<file path="src/rtl/barrel_shift_pkg.sv">
// barrel_shift_pkg: op and state encodings shared by the shift/rotate issue stage
package barrel_shift_pkg;
  localparam logic [1:0] OP_ROR = 2'b00;
  localparam logic [1:0] OP_SRL = 2'b01;
  localparam logic [1:0] OP_SRA = 2'b10;
  localparam logic [1:0] ST_EMPTY = 2'b00;
  localparam logic [1:0] ST_BUSY  = 2'b01;
  localparam logic [1:0] ST_FULL  = 2'b10;
endpackage

</file>
<file path="src/rtl/right_rotator.sv">
// right_rotator: combinational rotate-right of in_a by in_amt
module right_rotator #(
  parameter int N  = 8,
  parameter int SW = $clog2(N)
) (
  input  logic [N-1:0]  in_a,
  input  logic [SW-1:0] in_amt,
  output logic [N-1:0]  out_rot
);
  logic [2*N-1:0] dbl;
  assign dbl = {in_a, in_a} >> in_amt;
  assign out_rot = dbl[N-1:0];
endmodule

</file>
<file path="src/rtl/rotate_issue_stage.sv">
// rotate_issue_stage: registered ROR/SRL/SRA issue stage with one-entry skid buffer
// SHIFT_OPS_EN enables SRL/SRA; without it every request executes as ROR.
module rotate_issue_stage #(
  parameter int N  = 8,
  parameter int SW = $clog2(N)
) (
  input  logic          clk,
  input  logic          rst,
  input  logic          in_valid,
  output logic          in_ready,
  input  logic [N-1:0]  in_a,
  input  logic [SW-1:0] in_amt,
  input  logic [1:0]    in_op,
  output logic          out_valid,
  input  logic          out_ready,
  output logic [N-1:0]  out_data
);
  import barrel_shift_pkg::*;
  logic [N-1:0] rot, res;
  logic [1:0] state_q, state_d;
  logic [N-1:0] out_q, out_d, skid_q, skid_d;
  logic acc, take;
  right_rotator #(.N(N)) u_rot (.in_a(in_a), .in_amt(in_amt), .out_rot(rot));
`ifdef SHIFT_OPS_EN
  logic [N-1:0] mask;
  always_comb begin
    mask = {N{1'b1}} >> in_amt;
    res = (in_op == OP_SRL) ? rot & mask :
          (in_op == OP_SRA) ? (rot & mask) | (~mask & {N{in_a[N-1]}}) : rot;
  end
`else
  logic unused_op;
  assign unused_op = ^in_op;
  assign res = rot;
`endif
  assign in_ready  = state_q != ST_FULL;
  assign out_valid = state_q != ST_EMPTY;
  assign out_data  = out_q;
  assign acc  = in_valid && in_ready;
  assign take = out_valid && out_ready;
  always_comb begin
    state_d = state_q;
    out_d = out_q;
    skid_d = skid_q;
    case (state_q)
      ST_EMPTY: if (acc) begin
        state_d = ST_BUSY;
        out_d = res;
      end
      ST_BUSY: if (acc && take) out_d = res;
      else if (acc) begin
        state_d = ST_FULL;
        skid_d = res;
      end
      else if (take) state_d = ST_EMPTY;
      ST_FULL: if (take) begin
        state_d = ST_BUSY;
        out_d = skid_q;
        skid_d = '0;
      end
      default: state_d = ST_EMPTY;
    endcase
  end
  always_ff @(posedge clk or posedge rst)
    if (rst) begin
      state_q <= ST_EMPTY;
      out_q <= '0;
      skid_q <= '0;
    end else begin
      state_q <= state_d;
      out_q <= out_d;
      skid_q <= skid_d;
    end
endmodule

</file>
<file path="config.mk">
export PLATFORM = sky130hd
export DESIGN_NAME = rotate_issue_stage
export DESIGN_NICKNAME = d
export VERILOG_FILES = /design/src/rtl/barrel_shift_pkg.sv /design/src/rtl/right_rotator.sv /design/src/rtl/rotate_issue_stage.sv
export SDC_FILE = /design/constraint.sdc
export NUM_CORES = 1
export LEC_CHECK = 0
export BUFFER_PORTS_ARGS = -buffer_cell sky130_fd_sc_hd__buf_2
export CAP_MARGIN = 0
export CORE_ASPECT_RATIO = 0.9
export CORE_MARGIN = 10
export CORE_UTILIZATION = 57
export CTS_CLUSTER_DIAMETER = 40
export DETAILED_ROUTE_END_ITERATION = 10
export GPL_ROUTABILITY_DRIVEN = 0
export PLACE_DENSITY_LB_ADDON = 0.12
export SKIP_LAST_GASP = 1
export SLEW_MARGIN = 0
export SYNTH_ARGS = -nofsm -noshare
export SYNTH_HDL_FRONTEND = slang
export SYNTH_HIERARCHICAL = 1
export SYNTH_SLANG_ARGS = --single-unit
</file>
<file path="constraint.sdc">
create_clock -name clk -period 2.4 [get_ports clk]
set_input_delay 0.12 -clock clk [delete_from_list [all_inputs] [get_ports clk]]
set_output_delay 0.12 -clock clk [all_outputs]
set_load 0.03 [all_outputs]
</file>
* Word-level counts from Yosys, hierarchy flattened
Index checks and enable logic that the tools add are counted.
** Operators by class
- Eq/ne operators :: 9
- Shift operators :: 1
- Muxes and demuxes :: 13
- Reduce and logical (&&, ||, !) cells :: 10
** Operator list (count)
- $mux 8 :: 5
- $pmux 8 s3 :: 1
- $pmux 8 s2 :: 1
- $shr 16x3->8 :: 1
- $ne 2x2->1 const B :: 6
- $reduce_and 4->1 :: 3
- $mux 2 :: 5
- $pmux 2 s3 :: 1
- $reduce_bool 2->1 :: 2
- $logic_and 1x1->1 :: 3
- $ne 3x3->1 const B :: 1
- $reduce_bool 3->1 :: 1
- $eq 2x1->1 const B :: 1
- $eq 2x2->1 const B :: 1
- $logic_not 2->1 :: 1
** Storage, ports and cells
- Bits in registers :: 18
- Input bits :: 17
- Output and inout bits :: 10
- Word-level logic and storage cells :: 36

* Longest topological paths before layout
Gate-level depths: netlist of run 1.
- Depth after elaboration :: 6
- Mapped depth :: 5
- Depth with buffers taken out :: 4

* By module
Netlist of run 1, hierarchy kept.
** Modules (own cells, without submodules)
- rotate_issue_stage :: instances 1, cells an instance 68, area an instance 885.8 um2, sequential area each 450.4 um2
- right_rotator :: instances 1, cells an instance 19, area an instance 326.6 um2, sequential area each 0.0 um2

* Worst setup path before layout of run 1
Ideal clock, no wire load.
- Path kind :: input to register
- Start :: input in_amt[2]
- End :: register out_q[1] (netlist: out_data[1])
- Library setup time :: 0.125 ns
- Data arrival time :: 1.554 ns
- Data required time :: 2.275 ns
- Path slack :: 0.721 ns
- Stages :: 5
- Path buffers :: 1
- Cells stage by stage :: buf_6 > mux4_1 > mux2_2 > mux2_2 > mux2_2
** On the way
- Word-level cells in the longest chain between the ends :: 3
- Elaborated cells on any way between the ends :: 4
- Classes of those cells :: 1 x shift; 3 x mux
** Ends and longest elaborated chain
- start, declared :: RTL line rotate_issue_stage.sv:12 : input logic [SW-1:0] in_amt,
- $shr 16x3->8 * :: RTL line right_rotator.sv:11 : assign dbl = {in_a, in_a} >> in_amt;
- named net res[1] :: RTL line rotate_issue_stage.sv:19 : logic [N-1:0] rot, res;
- $mux 8 (on tied branches) :: RTL line rotate_issue_stage.sv:50, rotate_issue_stage.sv:46
- $pmux 8 s3 * :: RTL line rotate_issue_stage.sv:45 : case (state_q)
- end signal, assigned :: RTL line rotate_issue_stage.sv:71 : out_q <= out_d;
- end, declared :: RTL line rotate_issue_stage.sv:21 : logic [N-1:0] out_q, out_d, skid_q, skid_d;
Mark *: on every way through the listed nets, which the timed path passes. The rest lies on a longest branch. The select of a mux whose other input is x is not followed.
A chain may end at the register's enable or synchronous reset.

* Worst setup path in the final report of run 1
- Start :: register state_q[0]
- End :: register out_q[3] (netlist: out_data[3])
** On the way
- Word-level cells in the longest chain between the ends :: 5
- Elaborated cells on any way between the ends :: 14
- Classes of those cells :: 6 x eq/ne; 1 x mux; 7 x reduce/logical
** Ends and longest elaborated chain
- start, declared :: RTL line rotate_issue_stage.sv:20 : logic [1:0] state_q, state_d;
- start signal, assigned :: RTL line rotate_issue_stage.sv:70 : state_q <= state_d;
- $ne 2x2->1 or $reduce_bool 2->1 (tied branches) :: RTL line rotate_issue_stage.sv:36, rotate_issue_stage.sv:37
- $logic_and 1x1->1 (on tied branches) :: RTL line rotate_issue_stage.sv:39, rotate_issue_stage.sv:40
- $logic_and 1x1->1 :: RTL line rotate_issue_stage.sv:50 : ST_BUSY: if (acc && take) out_d = res;
- $ne 2x2->1 (no line)
- $reduce_and 4->1 (no line)
Several ways; a longest one is shown, not always the timed one.

==> reports/qor.csv, run 1 <==
metric,value,unit
sequential cell area fraction in the yosys report,0.372,
top cell type's share of synthesized area,0.372,
GRT Total Usage,0.129,
final cell count without fillers,136,
ANT cells,0,
Die ar.,4370,µm²
routed vias/inst,6.24,
clk_skew,2.36,ps
net count reported at finish,129,
CTS Sinks,18,
Die X,68.6,µm
routed length per instance,19.4,µm
Post-CTS Resized,0,
Seq. cell area,450,µm²
# rows,15,
"Slew Viols, Final",0,
"Design Area, Final",1370,µm²
CTS tree,yes,
area occupied by multi-input gates,702,µm²
Place WS,428,ps
Num CTS Buffers,3,
worst setup margin,410,ps
r2r startpoint,state_q[0]$_DFFE_PP0P_,
run status,"finished, final reports clean",
CTS Buffer Depth,2,
final setup vio count,0,
PD cells,848,nW/µm²
CTS Root Cell,clkbuf_4,
CP max stage cell,dfrtp_1,
worst setup path start,state_q[0]$_DFFE_PP0P_,
clock latency at the later pin of the worst-skew pair,290,ps
layout cells sized above 1,0.577,
startpoint class of the critical path,flip-flop,
Congestion Overflow GR,0,
number of global-route vias before repair,931,
placed insts,131,
Worst Setup Path Type,flip-flop to flip-flop,
Synth area leader,dfrtp_1,
WP data required,2580,ps
YS warnings,6,
final core occ,0.697,
final setup TNS,0,ps
DRT Wirelength,2640,µm
"Hold Vio Cnt, Final",0,
Reg2Reg Depth,4,
drc violations,0,
boundary pin count,27,
Placeable Area,1970,µm²
IO Port Bufs,24,
slew of the pin with the lowest slew margin,692,ps
crit-path max cell delay,520,ps
initial antenna violation count,0,
Post-Syn Instances,87,
Worst Setup EP,out_data[3]$_DFFE_PP0P_,
Achievable Freq,502,MHz
Initial Util,0.615,
"Reg clk slew, reported paths",100,ps
Setup crit end kind,flip-flop,
Final Critical Period,1990,ps
max_cap viols,0,
Die H,63.8,µm
Slew headroom,0.538,
Syn Nets,104,
Fill cells,144,
Pre-Repair DR Iteration Count,4,
global-route wire length before repair,4370,µm
VDD IR max,625,µV
DRT iter0 DRCs,26,
Worst R2R End,out_data[3]$_DFFE_PP0P_,
"Distinct cells, synth",20,
Synth Register Bits,18,
"top cells by area, synth","dfrtp_1, mux2_2, mux4_1, a21bo_2, nand4_1",
Post-Syn Area,1210,µm²
setup repair after global routing missed its margin,false,
Placed Area,1330,µm²
DR vias,849,
antenna-violating nets left,0,
flop-to-flop setup slack,410,ps
Tcrit/Tclk final,0.829,
largest net degree at the start of global routing,19,
htree depth,1,
P&R area growth vs syn,13.2,%
critical path cell sequence,and2b_1 -> inv_2 -> o32ai_4 -> mux2_2,
CP max FO,13,
Final HPWL DP,2040,µm
worst min path class,input port to flip-flop,
Crit path arrival time,2170,ps
Leakage,0.618,nW
synthesized area per cell,13.9,µm²
most frequent cells in the layout,"mux2_2, buf_2, dfrtp_1",
[synthesized netlist by cell type (all sizes together)]
library cell,number
mux2,24
dfrtp,18
a21bo,8
mux4,8
nand4,8
buf,4
inv,3
a21oi,2
clkbuf,2
nor2b,2
a22oi,1
and2b,1
clkinv,1
mux2i,1
nand2,1
o22ai,1
o32ai,1
or2,1
[cells by family (layout without fill, tap and decap cells)]
logic type             after synthesis  count (layout)  synth area share
buffers and inverters               10              34            0.0495
flip-flops                          18              18             0.372
AND/OR/NAND/NOR                     13              13            0.0661
multiplexers                        33              33             0.405
AO/OA/AOI/OAI                       13              13             0.108
[repair_timing]
item                                    CTS  global route
setup buffers                             0             0
endpoints found under the setup margin    0             0
hold buffers                              1             0
endpoints found under the hold margin    18             0
[registers in the layout, summed over array words and instances (netlist names)]
name / cells
skid_q: 8
state_q: 2
out_data: 8
[routing by layer]
| metal | part of all wire | wire length, µm | track usage | vias up |
|---|---|---|---|---|
| li1 | - | - | - | 394 |
| met1 | 0.40 | 1060 | 0.135 | 434 |
| met2 | 0.54 | 1440 | 0.237 | 19 |
| met3 | 0.047 | 125 | 0.0453 | 2 |
| met4 | 0.0049 | 13 | 0.0226 | 0 |
| met5 | 0 | 0 | 0 | - |
[final cells by class]
cell class,count,share of cell area
clock buffer,4,0.0264
tap,25,0.0228
timing repair buffer,26,0.100
multi-input combinational,59,0.511
inverter,4,0.0109
sequential,18,0.328
[worst min path at each step]
stage | depth (start not counted) | to | from
floorplan | 1 | out_data[0]$_DFFE_PP0P_ | rst
global placement | 2 | out_data[1]$_DFFE_PP0P_ | rst
detailed placement | 2 | out_data[1]$_DFFE_PP0P_ | rst
CTS | 2 | state_q[1]$_DFFE_PP0P_ | out_ready
global route | 2 | state_q[1]$_DFFE_PP0P_ | out_ready
finish | 2 | state_q[1]$_DFFE_PP0P_ | out_ready
[worst max-delay path: cells and delay by family (launching register included)]
kind / cells / cell delay (ps)
buffers and inverters: 1 / 140
flip-flops: 1 / 520
AND/OR/NAND/NOR: 1 / 520
AO/OA/AOI/OAI: 1 / 300
multiplexers: 1 / 390
[power breakdown]
group          internal (mW)  switching, mW  total, mW
Sequential             0.417         0.0697      0.487
Clock                 0.0924         0.0938      0.186
Combinational          0.224          0.267      0.491
[metrics by stage]
step,total power [mW],hold slack (ps)
finish,1.16,45.7
global route,1.24,40.1
CTS,1.17,37.7
detailed placement,0.988,250
global placement,0.966,242
floorplan,0.854,58.6
(Power assumes the default switching activity.)
==> inputs of run 2 (changes only) <==
Settings changed: CORE_UTILIZATION 57 to 53.
Clock period 2.4 ns to 1.9 ns, I/O delays scaled along.
==> run 2 against run 1 <==
Net effect:
- global-route usage is 0.91 points lower
- count of clock-buffer cells in the layout stayed put
- critical path depth is 1 higher
- non-clock buffer count is 4 higher
- via count is 0.35% higher
- sequential power is 23% higher
- clock power is 25% higher
- sequential cell count stayed put
- clock skew is 2.5 ps higher
==> reports/qor.csv, run 2 (same netlist as run 1, synthesis figures left out) <==
metric,value,unit,change
GRT met2 Usage,0.216,,was 0.237
met1 Resource Use GR,0.132,,was 0.135
CTS Root Cell,clkbuf_4,,unchanged
boundary pin count,27,,unchanged
CTS Buffer Depth,2,,unchanged
PD cells,1050,nW/µm²,was 848 nW/µm²
clk_skew,4.84,ps,was 2.36 ps
"Hold Vio Cnt, Final",0,,unchanged
"Slew Viols, Final",0,,unchanged
Worst Setup Path Type,input port to flip-flop,,was flip-flop to flip-flop
Hold Crit Depth,2,,unchanged
CTS tree,yes,,unchanged
setup repair after global routing missed its margin,false,,unchanged
layout cells sized above 1,0.591,,was 0.577
number of global-route vias before repair,943,,was 931
drc violations,0,,unchanged
antenna-violating nets left,0,,unchanged
worst min path class,input port to flip-flop,,unchanged
initial antenna violation count,0,,unchanged
net count reported at finish,133,,was 129
CP max FO,8,,was 13
DRT iter0 DRCs,31,,was 26
ANT cells,0,,unchanged
# rows,16,,was 15
htree depth,1,,unchanged
"Design Area, Final",1410,µm²,was 1370 µm²
Achievable Freq,629,MHz,
startpoint class of the critical path,input port,,was flip-flop
Slew headroom,0.534,,was 0.538
max_cap viols,0,,unchanged
Die H,65.4,µm,was 63.8 µm
Final Critical Period,1590,ps,
CTS Sinks,18,,unchanged
DR vias,852,,was 849
WP data required,2090,ps,was 2580 ps
Pre-Repair DR Iteration Count,4,,unchanged
Placed Area,1360,µm²,was 1330 µm²
DRT Wirelength,2620,µm,was 2640 µm
final setup TNS,0,ps,unchanged
P&R area growth vs syn,15.9,%,was 13.2%
Die X,70.4,µm,was 68.6 µm
routed length per instance,18.5,µm,was 19.4 µm
Congestion Overflow GR,0,,unchanged
IO Port Bufs,24,,unchanged
Crit path arrival time,1780,ps,was 2170 ps
final setup vio count,0,,unchanged
Fill cells,190,,was 144
clock latency at the later pin of the worst-skew pair,290,ps,about the same
run status,"finished, final reports clean",,unchanged
routed vias/inst,6.00,,was 6.24
Tcrit/Tclk final,0.837,,
GRT busiest layer,met2,,unchanged
VDD IR max,783,µV,was 625 µV
largest net degree at the start of global routing,19,,unchanged
Reg2Reg Depth,4,,unchanged
most frequent cells in the layout,"mux2_2, buf_2, dfrtp_1",,unchanged
GRT Total Usage,0.120,,was 0.129
global-route wire length before repair,4570,µm,was 4370 µm
Num CTS Buffers,3,,unchanged
Setup crit end kind,flip-flop,,unchanged
slew of the pin with the lowest slew margin,698,ps,was 692 ps
"Reg clk slew, reported paths",100,ps,about the same
grt met3 use,0.0405,,was 0.0453
Die ar.,4600,µm²,was 4370 µm²
Initial Util,0.556,,was 0.615
Placeable Area,2180,µm²,was 1970 µm²
Leakage,0.637,nW,was 0.618 nW
run 2: cell types whose count changed in the layout (fill, tap and decap cells not counted):
| cell | delta |
|---|---|
| buf_4 | +4 |
run 2: layer usage:
| layer | vias up | part of all wire |
|---|---|---|
| li1 | 402 | - |
| met1 | 427 | 0.42 |
| met2 | 18 | 0.53 |
| met3 | 5 | 0.042 |
| met4 | 0 | 0.0065 |
| met5 | - | 0 |
run 2: final timing paths:
kind / from / to / slack, ps
worst min-delay path: out_ready / state_q[1]$_DFFE_PP0P_ / 30
worst max-delay path: in_amt[2] / out_data[6]$_DFFE_PP0P_ / 310
worst min register to register: skid_q[4]$_DFFE_PP0P_ / skid_q[4]$_DFFE_PP0P_ / 490
worst max register to register: state_q[1]$_DFFE_PP0P_ / out_data[3]$_DFFE_PP0P_ / 320
max in group asynchronous: rst / out_data[3]$_DFFE_PP0P_ / 1020
min in group asynchronous: rst / out_data[0]$_DFFE_PP0P_ / 440
run 2: what timing repair did:
| action | in CTS | in global routing |
|---|---|---|
| hold endpoints to repair | 18 | 0 |
| resized for setup | 0 | 0 |
| hold buffers | 1 | 0 |
| buffers inserted | 0 | 0 |
run 2: worst max-delay path, stage by stage:
cell and delay, ps:
buf_2 200, mux4_1 640, mux2_2 320, mux2_2 270, mux2_2 260
run 2: area by class of cell:
type                       count  area (µm²)  area share
timing repair buffer          30         168       0.119
clock buffer                   4        36.3      0.0258
tap                           27        33.8      0.0240
sequential                    18         450       0.321
inverter                       4        15.0      0.0107
multi-input combinational     59         702       0.500
run 2: stage by stage:
step	worst slack, ps	power (mW)	std cells	hold slack, ps	util
after CTS	308	1.50	142	21.8	0.644
after floorplan	246	1.08	87	33.6	-
after global placement	59.8	1.24	137	219	0.623
final	309	1.48	142	35.0	0.644
after global routing	239	1.58	142	35.1	0.644
after detailed placement	9.18	1.27	137	230	0.623
run 2: power breakdown:
part           total (mW)  internal [mW]  switching [mW]
Sequential          0.599          0.527          0.0719
Combinational       0.648          0.296           0.351
Clock               0.232          0.117           0.116
==> inputs of run 3 (changes only) <==
Settings changed: CORE_UTILIZATION 53 to 48.
Clock period 1.9 ns to 1.4 ns, I/O delays scaled along.
==> run 3 against run 2 <==
Net effect:
- the run now ends with setup timing left
- combinational power up 65%
- register-to-register slack got worse by 470 ps
- final cell count increased by 7.0%
- worst hold slack worse by 19 ps
- sequential power is 37% higher
- largest cell class unchanged
- clock skew down 0.79 ps
- count of clock-buffer cells in the layout decreased by 1
==> reports/qor.csv, run 3 (same netlist as run 1, synthesis figures left out) <==
metric,value,unit,change
run status,"finished, violations left",,"was finished, final reports clean"
failing checks,setup timing,,
PD cells,1380,nW/µm²,was 1050 nW/µm²
boundary pin count,27,,unchanged
Placeable Area,2420,µm²,was 2180 µm²
CTS Sinks,18,,unchanged
CTS Buffer Depth,2,,unchanged
largest net degree at the start of global routing,19,,unchanged
# rows,17,,was 16
most frequent cells in the layout,"buf_2, dfrtp_1, mux2_4",,"was mux2_2, buf_2, dfrtp_1"
clock latency at the later pin of the worst-skew pair,280,ps,was 290 ps
Design Power,2.12,mW,was 1.48 mW
Tcrit/Tclk final,1.11,,
P&R area growth vs syn,27.2,%,was 15.9%
worst setup margin,-147,ps,was 309 ps
Die X,73.0,µm,was 70.4 µm
final setup vio count,16,,was 0
"Design Area, Final",1540,µm²,was 1410 µm²
CP top delay family,multiplexers,,unchanged
CTS tree,yes,,unchanged
CP max stage cell,dfrtp_1,,was mux4_1
Num CTS Buffers,3,,unchanged
VDD IR max,1040,µV,was 783 µV
hold slack,16.4,ps,was 35.0 ps
startpoint class of the critical path,flip-flop,,was input port
WP data required,1570,ps,was 2090 ps
Setup crit end kind,flip-flop,,unchanged
initial antenna violation count,0,,unchanged
drc violations,0,,unchanged
Final Critical Period,1550,ps,
final core occ,0.636,,was 0.644
DR vias,880,,was 852
IO Port Bufs,24,,unchanged
Final HPWL DP,2180,µm,
worst setup path start,state_q[0]$_DFFE_PP0P_,,was in_amt[2]
DRT iter0 DRCs,48,,was 31
critical path cell sequence,and2b_2 -> buf_8 -> mux2_4 -> mux2_4,,was buf_2 -> mux4_1 -> mux2_2 -> mux2_2 -> mux2_2
htree depth,1,,unchanged
GRT Total Usage,0.124,,was 0.120
"commonest non-fill, non-tap cell in the layout",buf_2,,
Worst Path Buf+Inv,1,,unchanged
Placed Area,1430,µm²,was 1360 µm²
global-route wire length before repair,4840,µm,was 4570 µm
antenna-violating nets left,0,,unchanged
routed vias/inst,5.79,,was 6.00
net count reported at finish,143,,was 133
ANT cells,0,,unchanged
Initial Util,0.500,,was 0.556
Fill cells,194,,was 190
routed length per instance,18.7,µm,was 18.5 µm
crit-path max cell delay,420,ps,was 640 ps
setup repair after global routing missed its margin,true,,was false
hold path start,out_ready,,unchanged
Crit path arrival time,1720,ps,was 1780 ps
"Reg clk slew, reported paths",90,ps,was 100 ps
"Hold Vio Cnt, Final",0,,unchanged
Pre-Repair DR Iteration Count,4,,unchanged
Slew headroom,0.809,,was 0.534
Leakage,0.725,nW,was 0.637 nW
CTS Root Cell,clkbuf_4,,unchanged
layout cells sized above 1,0.702,,was 0.591
DRT Wirelength,2840,µm,was 2620 µm
r2r startpoint,state_q[0]$_DFFE_PP0P_,,was state_q[1]$_DFFE_PP0P_
Worst Setup Path Type,flip-flop to flip-flop,,was input port to flip-flop
clk_skew,4.05,ps,was 4.84 ps
Die H,67.7,µm,was 65.4 µm
CP max FO,7,,was 8
Congestion Overflow GR,0,,unchanged
max_cap viols,0,,unchanged
Die ar.,4940,µm²,was 4600 µm²
number of global-route vias before repair,992,,was 943
Achievable Freq,646,MHz,
CP most frequent cell,mux2_4,,was mux2_2
Place WS,-396,ps,was 9.18 ps
worst min path class,input port to flip-flop,,unchanged
"Slew Viols, Final",0,,unchanged
slew of the pin with the lowest slew margin,286,ps,was 698 ps
[run 3: cell count changes in the layout (fill, tap and decap cells not counted), sizes merged]
cell,change
buf,+10
clkbuf,-1
[run 3: path summary, 6_finish.rpt]
check	slack, ps	end	cells after the start
min in group asynchronous	370	out_data[2]$_DFFE_PP0P_	4
max in group asynchronous	840	skid_q[2]$_DFFE_PP0P_	4
worst min register to register	500	skid_q[5]$_DFFE_PP0P_	1
worst max-delay path	-150	out_data[3]$_DFFE_PP0P_	4
worst max register to register	-150	out_data[3]$_DFFE_PP0P_	4
worst min-delay path	20	state_q[1]$_DFFE_PP0P_	2
[run 3: area by class of cell]
cell class,count,area (µm²),share of cell area
Clock buffer,3,22.5,0.0146
Inverter,4,17.5,0.0114
Multi-Input combinational cell,59,742,0.481
Sequential cell,18,450,0.292
Tap cell,28,35.0,0.0227
Timing Repair Buffer,40,275,0.178
[run 3: per-stage QoR]
step	std cells	setup TNS [ps]
5_1_grt	152	-2010
4_1_cts	152	-1510
2_1_floorplan	87	-1410
6_report	152	-1440
3_3_place_gp	147	-5280
3_5_place_dp	147	-5740
[run 3: per-layer routing]
| layer | vias up | part of all wire | GRT usage |
|---|---|---|---|
| li1 | 414 | - | - |
| met1 | 446 | 0.42 | 0.141 |
| met2 | 18 | 0.53 | 0.223 |
| met3 | 2 | 0.045 | 0.0381 |
| met4 | 0 | 0.0049 | 0.0261 |
| met5 | - | 0 | 0 |
[run 3: worst reg2reg max path, delay by kind of cell, from the launching register on]
kind,cells,cell delay [ps]
mux,2,560
buf+inv,1,160
simple gates,1,300
flops,1,420
[run 3: timing repair]
action | 4_1_cts | 5_1_grt
gates resized for setup | 16 | 5
setup endpoints to repair | 17 | 18
setup buffers | 1 | 1
cloned | 0 | 0
pin swaps | 1 | 2
hold buffers | 1 | 0
endpoints found under the hold margin | 18 | 0
[run 3: report_power, final]
part           internal, mW  switching (mW)
Sequential            0.717           0.104
Clock                0.0998           0.135
Combinational         0.547           0.519
